## src/rtl/clock_set_display.sv

```systemverilog
// Time-set FSM and digit-word producer for the 8-digit display; d1..d8, load_* and edit_mode_o are registered.
// Display follows the time inputs with 1 cycle of latency; there is no backpressure and the outputs update every clock.
module clock_set_display #(
  parameter int BLINK_DIV = 50_000_000
) (
  input  logic       clk_100MHz_i,
  input  logic       reset_i,
  input  logic [4:0] hours_i,
  input  logic [5:0] minutes_i,
  input  logic [5:0] seconds_i,
  input  logic       inc_i,
  input  logic       dec_i,
  input  logic       config_i,
  output logic [7:0] d1,
  output logic [7:0] d2,
  output logic [7:0] d3,
  output logic [7:0] d4,
  output logic [7:0] d5,
  output logic [7:0] d6,
  output logic [7:0] d7,
  output logic [7:0] d8,
  output logic       load_o,
  output logic [4:0] load_hours_o,
  output logic [5:0] load_minutes_o,
  output logic [1:0] edit_mode_o
);

  localparam int CW = (BLINK_DIV > 1) ? $clog2(BLINK_DIV) : 1;
  localparam logic [CW-1:0] CNT_MAX = CW'(BLINK_DIV - 1);

  typedef enum logic [1:0] {
    RUN   = 2'd0,
    SET_H = 2'd1,
    SET_M = 2'd2
  } state_t;

  state_t        r_state;
  logic          r_inc, r_inc_q, r_dec, r_dec_q, r_cfg, r_cfg_q;
  logic [4:0]    r_edit_h;
  logic [5:0]    r_edit_m;
  logic [CW-1:0] r_cnt;
  logic          r_hidden;
  logic          r_load;
  logic [4:0]    r_load_h;
  logic [5:0]    r_load_m;
  logic [7:0]    r_dig [8];

  state_t        w_state_nxt;
  logic [4:0]    w_edit_h_nxt;
  logic [5:0]    w_edit_m_nxt;
  logic          w_load_nxt;
  logic          w_restart;
  logic          w_inc_edge, w_dec_edge, w_cfg_edge, w_step;
  logic [5:0]    w_hv, w_mv, w_sv;
  logic          w_h_en, w_m_en;

  function automatic logic [7:0] f_dig(input logic en, input logic [3:0] val, input logic dp);
    return {2'b00, en, val, dp};
  endfunction

  function automatic logic [3:0] f_tens(input logic [5:0] v);
    logic [5:0] t;
    t = v / 6'd10;
    return t[3:0];
  endfunction

  function automatic logic [3:0] f_units(input logic [5:0] v);
    logic [5:0] t;
    t = v % 6'd10;
    return t[3:0];
  endfunction

  assign w_inc_edge = r_inc & ~r_inc_q;
  assign w_dec_edge = r_dec & ~r_dec_q;
  assign w_cfg_edge = r_cfg & ~r_cfg_q;
  // Simultaneous inc and dec cancel out
  assign w_step     = w_inc_edge ^ w_dec_edge;

  always_comb begin
    w_state_nxt  = r_state;
    w_edit_h_nxt = r_edit_h;
    w_edit_m_nxt = r_edit_m;
    w_load_nxt   = 1'b0;
    w_restart    = 1'b0;
    if (w_cfg_edge) begin
      w_restart = 1'b1;
      case (r_state)
        RUN: begin
          w_state_nxt  = SET_H;
          w_edit_h_nxt = hours_i;
          w_edit_m_nxt = minutes_i;
        end
        SET_H:   w_state_nxt = SET_M;
        SET_M: begin
          w_state_nxt = RUN;
          w_load_nxt  = 1'b1;
        end
        default: w_state_nxt = RUN;
      endcase
    end else if (w_step && (r_state != RUN)) begin
      w_restart = 1'b1;
      if (r_state == SET_H) begin
        if (w_inc_edge) w_edit_h_nxt = (r_edit_h == 5'd23) ? 5'd0 : r_edit_h + 5'd1;
        else            w_edit_h_nxt = (r_edit_h == 5'd0) ? 5'd23 : r_edit_h - 5'd1;
      end else begin
        if (w_inc_edge) w_edit_m_nxt = (r_edit_m == 6'd59) ? 6'd0 : r_edit_m + 6'd1;
        else            w_edit_m_nxt = (r_edit_m == 6'd0) ? 6'd59 : r_edit_m - 6'd1;
      end
    end
  end

  always_comb begin
    w_hv   = {1'b0, hours_i};
    w_mv   = minutes_i;
    w_sv   = seconds_i;
    w_h_en = 1'b1;
    w_m_en = 1'b1;
    if (r_state != RUN) begin
      w_hv   = {1'b0, r_edit_h};
      w_mv   = r_edit_m;
      w_sv   = 6'd0;
      w_h_en = !((r_state == SET_H) && r_hidden);
      w_m_en = !((r_state == SET_M) && r_hidden);
    end
  end

  always_ff @(posedge clk_100MHz_i or negedge reset_i) begin
    if (!reset_i) begin
      r_state  <= RUN;
      r_inc    <= 1'b0;
      r_inc_q  <= 1'b0;
      r_dec    <= 1'b0;
      r_dec_q  <= 1'b0;
      r_cfg    <= 1'b0;
      r_cfg_q  <= 1'b0;
      r_edit_h <= '0;
      r_edit_m <= '0;
      r_cnt    <= '0;
      r_hidden <= 1'b0;
      r_load   <= 1'b0;
      r_load_h <= '0;
      r_load_m <= '0;
      for (int i = 0; i < 8; i++) r_dig[i] <= '0;
    end else begin
      r_inc    <= inc_i;
      r_inc_q  <= r_inc;
      r_dec    <= dec_i;
      r_dec_q  <= r_dec;
      r_cfg    <= config_i;
      r_cfg_q  <= r_cfg;
      r_state  <= w_state_nxt;
      r_edit_h <= w_edit_h_nxt;
      r_edit_m <= w_edit_m_nxt;
      r_load   <= w_load_nxt;
      r_load_h <= w_load_nxt ? r_edit_h : 5'd0;
      r_load_m <= w_load_nxt ? r_edit_m : 6'd0;
      // Blink restarts visible on every edit so the new value shows at once
      if ((w_state_nxt == RUN) || w_restart) begin
        r_cnt    <= '0;
        r_hidden <= 1'b0;
      end else if (r_cnt == CNT_MAX) begin
        r_cnt    <= '0;
        r_hidden <= ~r_hidden;
      end else begin
        r_cnt    <= r_cnt + CW'(1);
      end
      r_dig[7] <= f_dig(w_h_en, f_tens(w_hv), 1'b0);
      r_dig[6] <= f_dig(w_h_en, f_units(w_hv), 1'b1);
      r_dig[5] <= 8'h00;
      r_dig[4] <= f_dig(w_m_en, f_tens(w_mv), 1'b0);
      r_dig[3] <= f_dig(w_m_en, f_units(w_mv), 1'b1);
      r_dig[2] <= 8'h00;
      r_dig[1] <= f_dig(1'b1, f_tens(w_sv), 1'b0);
      r_dig[0] <= f_dig(1'b1, f_units(w_sv), 1'b0);
    end
  end

  assign d1             = r_dig[0];
  assign d2             = r_dig[1];
  assign d3             = r_dig[2];
  assign d4             = r_dig[3];
  assign d5             = r_dig[4];
  assign d6             = r_dig[5];
  assign d7             = r_dig[6];
  assign d8             = r_dig[7];
  assign load_o         = r_load;
  assign load_hours_o   = r_load_h;
  assign load_minutes_o = r_load_m;
  assign edit_mode_o    = r_state;

endmodule

```

## config.mk

```make
export PLATFORM = sky130hd
export DESIGN_NAME = clock_set_display
export DESIGN_NICKNAME = d
export VERILOG_FILES = /design/src/rtl/clock_set_display.sv
export SDC_FILE = /design/constraint.sdc
export NUM_CORES = 1
export LEC_CHECK = 0
export CAP_MARGIN = 10
export CORE_ASPECT_RATIO = 2
export CORE_UTILIZATION = 50
export CTS_BUF_LIST = sky130_fd_sc_hd__clkbuf_16
export CTS_CLUSTER_SIZE = 25
export DETAILED_ROUTE_END_ITERATION = 10
export HOLD_SLACK_MARGIN = 0.15
export PLACE_DENSITY = 0.8
export SYNTH_ARGS = -nofsm -noshare
export SYNTH_HDL_FRONTEND = slang
export SYNTH_SLANG_ARGS = --single-unit
```

## constraint.sdc

```tcl
create_clock -name clk_100MHz_i -period 4.06 [get_ports clk_100MHz_i]
set_input_delay 1.015 -clock clk_100MHz_i [delete_from_list [all_inputs] [get_ports clk_100MHz_i]]
set_output_delay 1.015 -clock clk_100MHz_i [all_outputs]
set_load 0.005 [all_outputs]
```

# After elaboration in Yosys (flattened, before gate mapping)
# Cells that the tools add are included.
[totals]
register_bits = 90
latchBits = 0
ramBits = 0
rom_bits = 0
in_bits = 22
elab_cells = 93
n_memories = 0
[op_classes]
addsub = 5
mul = 0
div = 6
magnitude_cmp = 0
n_eq_ne = 7
n_shift = 0
muxes = 31
n_bitwise = 8
n_reduce_logical = 16
[op_table]
columns = ["cell", "n"]
rows = [
  ["$mux 6", 10],
  ["$mux 26", 2],
  ["$mux 5", 9],
  ["$add 26x1->26 const B", 1],
  ["$eq 26x26->1 const B", 1],
  ["$div 6x4->6 const B", 3],
  ["$mod 6x4->6 const B", 3],
  ["$mux 1", 8],
  ["$reduce_bool 2->1", 4],
  ["$add 6x1->6 const B", 1],
  ["$eq 6x6->1 const B", 1],
  ["$logic_not 6->1", 1],
  ["$reduce_and 3->1", 2],
  ["$sub 6x1->6 const B", 1],
  ["$add 5x1->5 const B", 1],
  ["$eq 5x5->1 const B", 1],
  ["$logic_not 5->1", 1],
  ["$sub 5x1->5 const B", 1],
  ["$logic_not 2->1", 2],
  ["$not 1->1", 4],
  ["$pmux 2 s2", 1],
  ["$and 1x1->1", 3],
  ["$logic_and 1x1->1", 3],
  ["$eq 2x1->1 const B", 1],
  ["7 further kinds", 8],
]

# Depth between registers and ports, before layout
# Gate-level depths: netlist of run 1.
[logic_depth]
depth_word = 8
mapped_depth = 12
mapped_depth_nobuf = 11

# Worst setup path after synthesis of run 1
# OpenSTA, ideal clock, no wires.
[synth_path]
kind = "reg-to-reg"
startpoint = "register r_state[1] (netlist: edit_mode_o[1])"
endpoint = "register r_dig, in the netlist d1[4]"
arrival_time_ns = 2.790
setup_slack_ns = 1.135
path_stages_with_launch = 13
path_buffers = 2
path_cell_list = "dfrtp_1 > nor2_1 > buf_2 > clkbuf_1 > nand2_1 > ha_1 > and2_1 > or2_2 > o21ai_0 > xor2_1 > ha_1 > nor2_1 > xor2_1"
[synth_via]
elab_chain_cells = 3
[synth_rtl]
columns = ["item", "line", "source"]
rows = [
  ["start: declaration", "37", "state_t r_state;"],
  ["start signal: assignment", "151", "r_state <= w_state_nxt;"],
  ["$reduce_bool 2->1", "118", "if (r_state != RUN) begin"],
  ["$mux 6", "118", ""],
  ["$mod 6x4->6", "69", "t = v % 6'd10;"],
  ["end: declaration", "46", "logic [7:0] r_dig [8];"],
]
# Every way passes these cells.
# A chain may end at the register's enable or synchronous reset.

# Worst setup path in the final report of run 1
[layout_path]
startpoint = "input minutes_i[3]"
endpoint = "register r_dig, in the netlist d4[4]"
[layout_via]
elab_chain_cells = 2
[layout_rtl]
columns = ["item", "line", "source"]
rows = [
  ["start: declaration", "9", "input logic [5:0] minutes_i,"],
  ["$mux 6", "118", ""],
  ["$mod 6x4->6", "69", ""],
]
# Every way passes these cells.

==> results of run 1 <==
[flip-flops by register name (all words and copies together), names as in the netlist, 3 cells and up]
| signal | cells |
|---|---|
| d4 | 4 |
| d2 | 3 |
| d5 | 4 |
| load_hours_o | 5 |
| r_cnt | 26 |
| load_minutes_o | 6 |
| r_edit_m | 6 |
| d7 | 5 |
| d1 | 4 |
| r_edit_h | 5 |
| d8 | 3 |
[cells by family after synthesis]
logic type | synth area share
compound gates | 0.142
xor+xnor | 0.0624
fa+ha+maj | 0.0341
buf+inv | 0.101
flops | 0.425
mux | 0.0328
other cells | 0.00157
simple gates | 0.201
[per-layer routing]
layer,wire length [um],vias up
met2,5760,135
met3,391,27
met1,3720,1863
met4,314,0
li1,-,1827
met5,0,-
[where the power goes]
part           switching [mW]  internal [mW]
combinational           0.802          0.732
clock                   0.347          0.426
sequential              0.214          0.980
total                    1.36           2.14
[cells in the final DEF (no fill, tap or decap), types with 4 or more instances in the layout]
master / synthesis / layout
sky130_fd_sc_hd__dfrtp_1: 81 / 81
sky130_fd_sc_hd__a21oi_1: 22 / 22
sky130_fd_sc_hd__nand2_1: 43 / 43
sky130_fd_sc_hd__nor3_1: 10 / 10
sky130_fd_sc_hd__a31oi_1: 5 / 5
sky130_fd_sc_hd__o21ai_0: 29 / 29
sky130_fd_sc_hd__xor2_1: 19 / 19
sky130_fd_sc_hd__nand2b_1: 5 / 5
sky130_fd_sc_hd__and3_1: 5 / 5
sky130_fd_sc_hd__buf_4: 43 / 5
sky130_fd_sc_hd__nor2b_1: 6 / 6
sky130_fd_sc_hd__clkbuf_16: 0 / 9
sky130_fd_sc_hd__clkdlybuf4s50_1: 0 / 62
sky130_fd_sc_hd__o211ai_1: 12 / 12
sky130_fd_sc_hd__ha_1: 13 / 13
sky130_fd_sc_hd__and2_1: 14 / 14
sky130_fd_sc_hd__nor4b_1: 4 / 4
sky130_fd_sc_hd__nand3_1: 20 / 20
sky130_fd_sc_hd__o31ai_1: 4 / 4
sky130_fd_sc_hd__inv_1: 17 / 17
sky130_fd_sc_hd__mux2i_1: 8 / 8
sky130_fd_sc_hd__nor2_1: 54 / 54
sky130_fd_sc_hd__xnor2_1: 15 / 15
sky130_fd_sc_hd__nor4_1: 6 / 6
sky130_fd_sc_hd__nand4_1: 7 / 7
sky130_fd_sc_hd__conb_1: 2 / 37
[final cells by class]
| type | count | area (um^2) | share of cell area |
|---|---|---|---|
| clock buffers | 9 | 225 | 0.0405 |
| clock inverters | 7 | 60.1 | 0.0108 |
| inverters | 18 | 67.6 | 0.0122 |
| multi-input cells | 392 | 2390 | 0.430 |
| flip-flops and latches | 81 | 2030 | 0.365 |
| well taps | 104 | 130 | 0.0234 |
| repair buffers | 67 | 658 | 0.118 |
[through the flow]
step / setup slack (ns) / instance area (um^2) / total power [mW] / hold slack, ns
finish: 0.748 / 5560 / 3.50 / 0.379
global route: 0.633 / 5560 / 3.76 / 0.397
CTS: 0.812 / 5560 / 3.52 / 0.380
detailed placement: 0.459 / 5280 / 2.73 / 0.360
global placement: 0.579 / 5280 / 2.65 / 0.355
floorplan: 1.14 / 4900 / 2.24 / 0.347
[worst max-delay path by stage]
| stage | startpoint | endpoint | slack (ns) |
|---|---|---|---|
| final | minutes_i[3] | d4[4] | 0.75 |
| after global routing | minutes_i[3] | d4[4] | 0.63 |
| after CTS | minutes_i[3] | d4[4] | 0.81 |
| after detailed placement | minutes_i[3] | d4[4] | 0.46 |
| after global placement | minutes_i[3] | d4[4] | 0.58 |
| after floorplan | edit_mode_o[1] | d1[4] | 1.14 |
==> impl_summary.md, run 1 <==
Outcome
The flow ran to the end, but the final reports show violations. The final reports fail on DRC.

Setup path
The arrival time reported for the critical path endpoint is 3.58 ns. The buffering stage count on the worst path with inverters included is 2. The number of cells on the worst reg-to-reg path is 12. The slowest stage of the critical path belongs to the cell sky130_fd_sc_hd__clkdlybuf4s50_1. The beginning of the worst register-to-register path is edit_mode_o[0].

On the critical path the largest part of the delay comes from buffers and inverters. The slack of the worst reg-to-reg path is 0.85 ns. The critical path goes through clkdlybuf4s50_1, mux2i_1, ha_1, nand2_1, or4_1, o211ai_2, inv_1, ha_1, o22ai_1, o31a_1. The required time of the worst setup path is 4.33 ns. The largest single stage delay on the critical path is 0.58 ns. In this run the critical register-to-register path is captured at d4[4]. The peak fanout along the critical path is 7. The critical path crosses 10 cells after its start point.

STA classifies the critical path startpoint as a primary input. By instance count, the cell type seen most on the critical path is sky130_fd_sc_hd__ha_1. The class of the most critical setup path is in -> reg. The critical path capture point type is a register.

Synthesis
For this run, asynchronously set or reset flops after synthesis account for 1.00. Synthesis handed over a netlist of 521 instances. The most used flip-flop cell after synthesis is sky130_fd_sc_hd__dfrtp_1. The share of synthesized area in the top cell type comes to 0.425. The most frequent cell after synthesis is sky130_fd_sc_hd__dfrtp_1. Yosys mapped a number of flops with a built-in enable equal to 0.

In the synthesized netlist, the cells that appear most often are 81 x sky130_fd_sc_hd__dfrtp_1, 54 x sky130_fd_sc_hd__nor2_1, 43 x sky130_fd_sc_hd__buf_4, 43 x sky130_fd_sc_hd__nand2_1, 29 x sky130_fd_sc_hd__o21ai_0. Summing every instance area after synthesis gives 4770 um^2. After synthesis, the cell types taking the most area are sky130_fd_sc_hd__dfrtp_1 42%, sky130_fd_sc_hd__buf_4 6.8%, sky130_fd_sc_hd__nor2_1 4.2%, sky130_fd_sc_hd__xor2_1 3.5%, sky130_fd_sc_hd__ha_1 3.4%. The dominant cell type by area after synthesis is sky130_fd_sc_hd__dfrtp_1. The number of synthesized register bits is 81. The number of unique standard cell types used by synthesis is 61. Yosys printed 0 warnings. The mean cell area of the mapped netlist is 9.16 um^2. Of the synthesized area, sequential elements account for 0.425.

STA
The fraction of the cycle the final worst path needs is 0.816. For the pin with the worst max-slew slack, the measured transition is 1.07 ns. The headroom to the max-slew limit is 0.284. For this run, the top clock speed supported by timing is 302 MHz. The total negative slack is 0 ns.

Setup repair after global routing left no endpoint under its margin. The minimum clock period is 3.31 ns. The number of pins exceeding their max-slew limit in the final report is 0. Setup violations remaining at the end of the flow were counted as 0. The final-report hold violation count is 0.

The worst setup skew after layout is 0.00998 ns.

Clock tree
TritonCTS built the clock tree. The number of gates given a new drive strength after cts is 0. The clock latency at the later pin of the worst-skew pair is 0.34 ns. The number of buffers created by CTS is 9.

The tree built by TritonCTS fans out to 81 sinks. Hold repair after CTS inserted 0 buffers. The tree is rooted in a sky130_fd_sc_hd__clkbuf_16. The maximum number of buffers from clock root to sink is 2. The number of setup buffers added after CTS is 0. After clock tree synthesis, the clock-pin slew on the worst setup and hold paths is 0.07 ns. The H-tree was split into 3 levels.

Routing
The via-per-instance ratio is 5.68. Detailed routing inserted a total of 3852 vias. In this run the remaining antenna-violating nets after routing total 0. The DRC violation total after the first TritonRoute iteration is 248. Dividing the detail-routed wire length by the instance count gives 15.0 um.

The pre-antenna-repair detailed-routing pass consisted of 7 iterations. In the routed design, unresolved DRC markers number 5. For this block, the routed nets add up to 10200 um of wire.

Finish
The layout overhead on the synthesized area is 16.5%. The final layout net count is 604. After the flow finishes, the layout carries non-filler instances totaling 678. The share of post-route cells with drive strength above 1 is 0.0575. The core occupancy in the finished layout is 0.597.

Fill cells in the final layout number 803. The number of inserted diodes is 0.

GRT
The combined global-route utilization of all metal layers is 0.219. The initial antenna violation count is 0. The via count of the first global-routing pass is 3800. Entering global routing, the biggest net connects 82 pins. In the global route stage, met3 resource usage came out at 0.0388.

The global-route met2 utilization is 0.403. After global routing, the most crowded layer is met2. The global routing usage on met1 is 0.222. The total global routing overflow is 0.

The first global-routing pass estimated 17000 um of wire.

Floorplan
The number of primary I/O pins is 100. Row generation in the floorplan step produced 50 rows. The area of the die is 9960 um^2. The placeable core region is 9320 um^2. The floorplan die height is 140 um. The horizontal die dimension is 71.1 um. The initial standard-cell utilization of the core is 0.512.

Place
The congestion estimate from routability-driven global placement came to 0.972. The count of buffers inserted at the top-level ports is 63. The placed wire-length estimate after detailed placement is 7640 um. After detailed placement, the design holds a cell count of 662.

Worst hold path
The tightest min-delay check is of the reg -> reg type. For hold timing, the worst endpoint is r_dec_q. The launch point of the worst hold path is r_dec. The number of stages on the worst hold path is 0.

Power
The leakage component of the power is 2.38 nW. The peak supply drop is 0.355 mV. Power spread over the standard cell area amounts to 629 nW/um^2.

Job
Max-cap violations in this run came to 0.
No activity file was read; power rests on OpenSTA's default activity.
==> run 2, diff against run 1 <==
Clock period 4.06 ns to 3.15 ns, I/O delays scaled along.
==> run 2 against run 1 <==
  * Setup slack got worse by 0.49 ns
  * Highest routed layer unchanged
  * Sequential share of layout area fell by 0.85 points
  * Critical endpoint is now d1[4]
  * Core utilization grew 1.4 points
  * Via count rose by 4.7%
  * Combinational power grew 41%
  * Non-clock buffer count increased by 18
  * Largest power group unchanged
  * The run still ends with DRC left
==> impl_summary.md, run 2 (synthesis gave the netlist of run 1 again) <==
Routing
The DRC violation total after the first TritonRoute iteration was 349 (was 248). The via count is 4034 (was 3852). The DRC violations left is 5 (unchanged). The via-per-instance ratio came to 5.80 (was 5.68).

The total wire length after detailed routing is 10800 um (was 10200 um). The number of nets with antenna violations after routing was 0 (unchanged). The average routed wire per standard cell is 15.6 um (was 15.0 um).

The number of detailed-route iterations in the first pass is 8 (was 7).

Worst hold path
The launch point of the worst hold path is r_dec (unchanged). The type of the most critical hold path was reg -> reg (unchanged).

Power
The power spent charging and discharging nets is 1.78 mW (was 1.36 mW). The switching share of power came to 0.387 (was 0.389). The proportion of power drawn by flip-flops and latches is 0.325 (was 0.341).

The peak supply drop is 0.496 mV (was 0.355 mV). The fraction of power consumed by combinational cells came to 0.468 (was 0.438). The clock power share is 0.208 (was 0.221). The power density over the cells is 810 nW/um^2 (was 629 nW/um^2).

The leakage component of the power is 2.46 nW (was 2.38 nW). The design internal power is 2.83 mW (was 2.14 mW).

GRT
The wire length of the first global-routing pass was 18000 um (was 17000 um). The total global routing overflow was 0 (unchanged). The initial antenna violation count is 0 (unchanged). The largest net degree at the start of global routing is 82 (unchanged). The via count of the first global-routing pass was 3982 (was 3800). The combined global-route utilization of all metal layers came to 0.231 (was 0.219).

Finish
The most common cell after layout, fill and taps aside is sky130_fd_sc_hd__dfrtp_1 (unchanged). The combined flip-flop and latch cell area came to 2030 um^2 (unchanged). The number of inserted diodes is 0 (unchanged).

The share of post-route cells with drive strength above 1 is 0.0828 (was 0.0575). The register with the most flip-flops is r_cnt (unchanged). The final layout net count came to 622 (was 604).

The flip-flop count of the largest register after layout came to 26 (unchanged). The cell area after layout was 5690 um^2 (was 5560 um^2). The total area of multi-input combinational cells is 2390 um^2 (unchanged). The layout overhead on the synthesized area is 19.3% (was 16.5%). The filler cell count is 783 (was 803).

The count of placed standard cells in the final layout, fillers left out came to 696 (was 678). The core occupancy in the finished layout is 0.611 (was 0.597). Most frequent cells in the layout: 81 x sky130_fd_sc_hd__dfrtp_1, 62 x sky130_fd_sc_hd__clkdlybuf4s50_1, 54 x sky130_fd_sc_hd__nor2_1, 43 x sky130_fd_sc_hd__nand2_1, 37 x sky130_fd_sc_hd__conb_1 (unchanged).

STA
Timing would allow up to 346 MHz. The measured slew at the worst slew-check pin is 0.796 ns (was 1.07 ns). Of the available clock period, the critical path in the final layout requires 0.917.

The minimum setup slack in the final design is 0.262 ns (was 0.748 ns). The final-report hold violation count is 0 (unchanged). The worst setup skew after layout is 0.00828 ns (was 0.00998 ns). The headroom to the max-slew limit came to 0.468 (was 0.284).

The smallest clock period supported by the final layout is computed as 2.89 ns. Setup repair after global routing missed its margin: no (unchanged). The total negative slack is 0 ns (unchanged).

The setup-violating endpoint count in the final report is 0 (unchanged). The number of pins exceeding their max-slew limit in the final report is 0 (unchanged).

Setup path
The arrival time reported for the critical path endpoint came to 3.11 ns (was 3.58 ns). The class of the most critical setup path is in -> reg (unchanged). The type of element launching the critical path is a primary input (unchanged). The critical path capture point type was a register (unchanged). The source of the critical timing path is seconds_i[4] (was minutes_i[3]). The beginning of the worst register-to-register path is edit_mode_o[1] (was edit_mode_o[0]). The required time of the worst setup path is 3.37 ns (was 4.33 ns).

The peak fanout along the critical path is 4 (was 7).

Clock tree
The CTS clock-pin slew for the worst setup and hold paths is 0.06 ns (was 0.07 ns). The maximum number of buffers from clock root to sink is 2 (unchanged). The TritonCTS clock tree is yes (unchanged). The clock latency at the later pin of the worst-skew pair is 0.35 ns (was 0.34 ns). The number of gates given a new drive strength after cts is 0 (unchanged).

The number of hold-repair buffers added at the cts stage came to 0 (unchanged). The number of setup buffers added after CTS is 0 (unchanged). The number of clock sinks is 81 (unchanged). The count of H-tree levels built during CTS is 3 (unchanged). The root buffer selected by CTS is sky130_fd_sc_hd__clkbuf_16 (unchanged). The number of buffers created by CTS is 9 (unchanged).

Place
The minimum setup slack after placement is -0.0752 ns (was 0.459 ns). The placed wire-length estimate after detailed placement is 8000 um (was 7640 um). The cell count after placement is 680 (was 662).

The post-place instance area was 5420 um^2 (was 5280 um^2). The count of buffers inserted at the top-level ports is 63 (unchanged). The last weighted congestion value of the routability-driven placer was 0.941 (was 0.972).

Outcome
Failing checks: DRC (unchanged). Outcome: complete, but fails checks (unchanged).

Floorplan
The total number of placement rows came to 50 (unchanged). The horizontal die dimension was 71.1 um (unchanged). The placeable core region is 9320 um^2 (unchanged). The number of primary I/O pins is 100 (unchanged).

The initial standard-cell utilization of the core is 0.512 (unchanged). The floorplan die height is 140 um (unchanged). The area of the die is 9960 um^2 (unchanged).

Job
The count of max-cap constraint violations is 0 (unchanged).
[run 2: cell count changes in the layout (fill, tap and decap cells not counted), sizes merged]
cell / previous run / this run
buf: 5 / 23
inv: 22 / 19
clkinvlp: 0 / 2
clkinv: 3 / 4
[run 2: metal layers]
metal	track usage	part of all wire
met1	0.238	0.36
met2	0.422	0.56
met3	0.0496	0.049
met4	0.133	0.035
met5	0	0
[run 2: per-stage QoR]
| step | hold slack (ns) | power, mW |
|---|---|---|
| after floorplan | 0.347 | 2.89 |
| after global placement | 0.356 | 3.53 |
| after detailed placement | 0.365 | 3.65 |
| after CTS | 0.379 | 4.61 |
| after global routing | 0.392 | 4.93 |
| final | 0.380 | 4.61 |
[run 2: path summary, 6_finish.rpt]
path | to | slack [ns] | depth (start not counted)
hold / removal | r_dec_q | 0.38 | 0
min in group asynchronous | r_cnt[21] | 0.44 | 2
setup / recovery | d1[4] | 0.26 | 10
setup reg to reg | d1[4] | 0.36 | 11
hold reg to reg | r_dec_q | 0.38 | 0
max in group asynchronous | r_inc_q | 2.35 | 2
[run 2: area by class of cell]
| class | instances | share of cell area |
|---|---|---|
| multi-input combinational | 392 | 0.420 |
| sequential | 81 | 0.356 |
| timing repair buffer | 85 | 0.142 |
| clock buffer | 9 | 0.0396 |
| tap | 104 | 0.0229 |
| inverter | 18 | 0.0119 |
| clock inverter | 7 | 0.00791 |
[run 2: power by group through the flow]
stage | Combinational, mW | Sequential (mW) | Clock [mW]
after detailed placement | 2.13 | 1.51 | 0
final | 2.16 | 1.50 | 0.957
after CTS | 2.15 | 1.49 | 0.968
after floorplan | 1.47 | 1.42 | 0
after global routing | 2.38 | 1.53 | 1.02
after global placement | 2.03 | 1.50 | 0
[run 2: worst max-delay path, stage by stage]
cell and delay (ns):
sky130_fd_sc_hd__clkdlybuf4s50_1 0.51, sky130_fd_sc_hd__nand2_1 0.07, sky130_fd_sc_hd__ha_1 0.28, sky130_fd_sc_hd__and2_1 0.16, sky130_fd_sc_hd__or2_2 0.29, sky130_fd_sc_hd__o21ai_0 0.31, sky130_fd_sc_hd__xor2_1 0.26, sky130_fd_sc_hd__ha_1 0.21
sky130_fd_sc_hd__nor2_1 0.07, sky130_fd_sc_hd__xor2_1 0.16
